## src/rtl/stoch_fixed_gain_mult_mat.sv

```systemverilog
// Element-wise stochastic fixed-gain multiplier: each output stream carries min(GAIN*p, 1).
// Every element banks surplus input 1s in a saturating counter and pays out at most one 1 per cycle.
module stoch_fixed_gain_mult_mat #(
  parameter int unsigned COUNTER_SIZE = 8,
  parameter int unsigned GAIN         = 2,
  parameter int unsigned NUM_ROWS     = 2,
  parameter int unsigned NUM_COLS     = 2
) (
  input  logic                           CLK,
  input  logic                           nRST,
  input  logic [NUM_ROWS*NUM_COLS-1:0]   A,
  input  logic                           CLR_SAT,
  output logic [NUM_ROWS*NUM_COLS-1:0]   Y,
  output logic [NUM_ROWS*NUM_COLS-1:0]   SAT
);

  localparam int unsigned NUM_ELEM = NUM_ROWS * NUM_COLS;
  localparam int unsigned TOT_W    = COUNTER_SIZE + 1;

  localparam logic [TOT_W-1:0]        GAIN_T    = TOT_W'(GAIN);
  localparam logic [TOT_W-1:0]        SAT_LIMIT = {1'b1, {COUNTER_SIZE{1'b0}}};
  localparam logic [COUNTER_SIZE-1:0] CMAX      = '1;

  for (genvar e = 0; e < NUM_ELEM; e++) begin : g_elem
    logic [COUNTER_SIZE-1:0] cnt_q;
    logic [COUNTER_SIZE-1:0] cnt_d;
    logic [TOT_W-1:0]        total_c;
    logic                    y_d;
    logic                    sat_hit_c;
    logic                    y_q;
    logic                    sat_q;

    // One extra bit on the sum so counter + GAIN never wraps; saturation is total - 1 > CMAX.
    always_comb begin
      total_c   = {1'b0, cnt_q} + (A[e] ? GAIN_T : '0);
      sat_hit_c = (total_c > SAT_LIMIT);
      y_d       = (total_c != '0);
      cnt_d     = '0;
      if (sat_hit_c) begin
        cnt_d = CMAX;
      end else if (y_d) begin
        cnt_d = COUNTER_SIZE'(total_c - TOT_W'(1));
      end
    end

    // Saturation on the same edge outranks a clear request.
    always_ff @(posedge CLK or negedge nRST) begin
      if (!nRST) begin
        cnt_q <= '0;
        y_q   <= 1'b0;
        sat_q <= 1'b0;
      end else begin
        cnt_q <= cnt_d;
        y_q   <= y_d;
        if (sat_hit_c) begin
          sat_q <= 1'b1;
        end else if (CLR_SAT) begin
          sat_q <= 1'b0;
        end
      end
    end

    assign Y[e]   = y_q;
    assign SAT[e] = sat_q;
  end

endmodule

```

## config.mk

```make
export PLATFORM = sky130hd
export DESIGN_NAME = stoch_fixed_gain_mult_mat
export DESIGN_NICKNAME = d
export VERILOG_FILES = /design/src/rtl/stoch_fixed_gain_mult_mat.sv
export SDC_FILE = /design/constraint.sdc
export NUM_CORES = 1
export LEC_CHECK = 0
export ABC_AREA = 1
export BUFFER_PORTS_ARGS = -buffer_cell sky130_fd_sc_hd__clkbuf_2
export CAP_MARGIN = 10
export CORE_ASPECT_RATIO = 0.9
export CORE_MARGIN = 2
export CORE_UTILIZATION = 50
export CTS_BUF_LIST = sky130_fd_sc_hd__clkbuf_4 sky130_fd_sc_hd__clkbuf_8
export CTS_CLUSTER_DIAMETER = 30
export DETAILED_ROUTE_END_ITERATION = 10
export PLACE_DENSITY = 0.67
export SKIP_LAST_GASP = 1
export SLEW_MARGIN = 15
export SYNTH_ARGS = -nofsm -noshare
export SYNTH_HDL_FRONTEND = slang
export SYNTH_SLANG_ARGS = --single-unit
```

## constraint.sdc

```tcl
create_clock -name CLK -period 1.89 [get_ports CLK]
set_input_delay 0.0945 -clock CLK [delete_from_list [all_inputs] [get_ports CLK]]
set_output_delay 0.0945 -clock CLK [all_outputs]
set_load 0.01 [all_outputs]
```

==> key figures <==
GRT
  – Pin count of the biggest net entering global routing: 26
  – Gr usage total: 19.1%
  – Met1 usage in global routing: 24.7%
  – Global-route wire length before repair: 9120 µm
  – Met3 Usage GRT: 4.80%
  – M2 GR Usage: 32.5%
  – Top Usage Layer GRT: met2
  – Vias in the first global route: 2162
  – Antenna violations before repair: 0
  – Total gr overflow: 0

Detailed routing
  – DRT antenna net count: 0
  – DR vias: 2335
  – Drt pass-1 iters: 4
  – DRT iter0 DRCs: 116
  – Routed wire length: 5500 µm
  – Vias per cell: 4.88
  – DRC errors left: 0
  – WL per Instance: 11.5 µm

Clock tree
  – Sink Count: 40
  – Root Buffer: clkbuf_8
  – TritonCTS clock tree: yes
  – Num CTS Buffers: 5
  – Maximum buffer depth of the clock tree: 2
  – Clock latency on the worst-skew pair: 0.30 ns
  – Number of H-tree levels: 2
  – Clock transition at path regs: 0.08 ns

Timing
  – Min Hold Slack: 0.115 ns
  – Pins over their slew limit: 0
  – Setup tns final: 0 ns
  – Fin. Hold Viols: 0
  – RSZ-0062 raised after global routing: yes
  – Slew of the pin with the lowest slew margin: 0.651 ns
  – Final Critical Period: 1.82 ns
  – Fin crit share: 96.5%
  – F_max: 548 MHz
  – Setup violators final: 0
  – Clk_skew: 0.00611 ns
  – Relative slew margins: 56.6%

Floorplan
  – Row cnt: 25
  – Die Wd: 82.7 µm
  – I/O pins: 15
  – Initial Utilization: 52.4%
  – Core area: 5320 µm²
  – Die height: 74.8 µm
  – Die area: 6190 µm²

Pwr
  – Leakage: 0.00179 µW
  – Pwr per Cell Area: 1520 nW/µm²
  – VDD IR max: 0.850 mV

Layout
  – Share of layout cells above drive strength 1: 23.8%
  – Synth-to-Final Area Change: 16.6%
  – Commonest non-fill, non-tap cell in the layout: nand2_1
  – Most frequent cells in the layout: nand2_1 (140), inv_1 (51), dfrtp_1 (40)
  – Antenna cells: 0
  – Nets: 429

Logic synthesis
  – Adder-Cell Fraction of Synth Area: 5.39%
  – Post-synth net total: 400
  – Largest area contributor in the netlist: dfrtp_1
  – Area fraction of the dominant cell type after synthesis: 35.9%
  – Synth Area in Compound Gates: 4.44%
  – Mapped Cells: 381
  – Sequential area share after synthesis: 35.9%
  – Yosys cell types: 28
  – Largest family of logic cells by synthesized area: simple AND/OR/NAND/NOR gates
  – Post-synthesis xor/xnor area fraction: 4.67%
  – Area contributors post-synth: dfrtp_1 (36%), nand2_1 (20%), inv_1 (7.4%)
  – Post-synthesis mux area share: 0%
  – Synthesis-stage register bit count: 40
  – Avg Cell Area, Syn: 7.32 µm²
  – Post-Synth Simple-Gate Area: 39.8%
  – Yosys Warn Count: 0
  – Mapped cell area: 2790 µm²

Critical path
  – Arrival time of the worst setup path: 2.01 ns
  – R2r worst-path depth: 10
  – Crit path launch type: flop
  – CP Capture Type: flop
  – CP max FO: 8
  – CP Class: reg -> reg
  – Crit path required time: 2.08 ns

Placed design
  – Dpl hpwl: 3900 µm
  – Count of input and output buffers: 14
  – GPL Wtd Cong: 0.818

Outcome
  – Outcome: finished clean

Run
  – Max-cap viol count: 0

Min path
  – Type of the most critical hold path: in -> reg
  – Min-Delay Path Depth: 4
sequential cells by signal, summed over array words and instances (netlist names):
| name | count |
|---|---|
| g_elem.cnt_q | 32 |
| g_elem.y_q | 4 |
| g_elem.sat_q | 4 |
area by class of cell:
cell class,count,area (µm²)
timing repair buffer,30,193
multi-input combinational,276,1650
tap,67,83.8
sequential,40,1000
clock inverter,2,35.0
clock buffer,6,76.3
inverter,57,214
fill,472,2070
power breakdown:
group / internal [µW] / switching (µW)
logic: 1040 / 1590
registers: 1220 / 374
clock network: 406 / 310
kinds of logic after synthesis:
group / Yosys count
fa+ha+maj: 12
flops: 40
xor+xnor: 14
buf+inv: 65
simple gates: 236
compound gates: 14
what timing repair did:
item	in CTS	in global routing
pin swaps	0	19
gates resized for setup	1	31
setup endpoints to repair	1	32
setup buffers	0	7
endpoints found under the hold margin	23	0
hold buffers	1	0
stage by stage:
stage	utilization, %	cell area, µm²	setup slack (ns)	total power, µW	std cells
after floorplan	-	2790	0.148	3390	381
after CTS	57.6	3070	0.0142	4620	471
after global placement	55.3	2940	0.0445	3790	462
after global routing	61.1	3250	-0.0452	5410	478
after detailed placement	55.3	2940	-0.0306	3870	462
final	61.1	3250	0.0655	4940	478
critical path, cell delays in order, from the launching register on:
cell     delay [ns]
dfrtp_1        0.37
ha_1           0.28
inv_2          0.06
ha_2           0.18
nand2_1        0.07
nor2_1         0.14
nand2_2        0.10
nor2_4         0.18
nand4_4        0.18
nand2_1        0.11
nand2_1        0.05
final timing paths:
check                              startpoint  slack (ns)                 end
setup reg to reg           g_elem[0].cnt_q[1]        0.07  g_elem[0].cnt_q[7]
min in group asynchronous                nRST        0.35  g_elem[0].cnt_q[1]
hold reg to reg               g_elem[0].sat_q        0.48     g_elem[0].sat_q
hold / removal                        CLR_SAT        0.12     g_elem[1].sat_q
setup / recovery           g_elem[0].cnt_q[1]        0.07  g_elem[0].cnt_q[7]
max in group asynchronous                nRST        0.96  g_elem[3].cnt_q[2]
metal layers:
layer | wire length [µm] | vias to the layer above
li1 | - | 1234
met1 | 2630 | 1065
met2 | 2620 | 31
met3 | 198 | 5
met4 | 45 | 0
met5 | 0 | -
cell usage after synthesis:
cell	number
buf_4	8
clkinv_1	1
dfrtp_1	40
ha_1	12
inv_1	55
inv_2	1
nand2_1	146
nand2_2	15
nand3_1	27
nand3_2	5
nand4_1	8
nand4_2	2
nand4_4	2
nor2_1	21
nor2_2	4
nor2_4	2
nor2_8	1
nor3_1	1
nor4_1	1
o211ai_1	3
o21a_1	1
o21ai_0	6
o21bai_1	1
o21bai_4	3
or2_2	1
xnor2_1	3
xor2_1	10
xor2_2	1
Note: power is estimated with default switching activity, not from simulation.
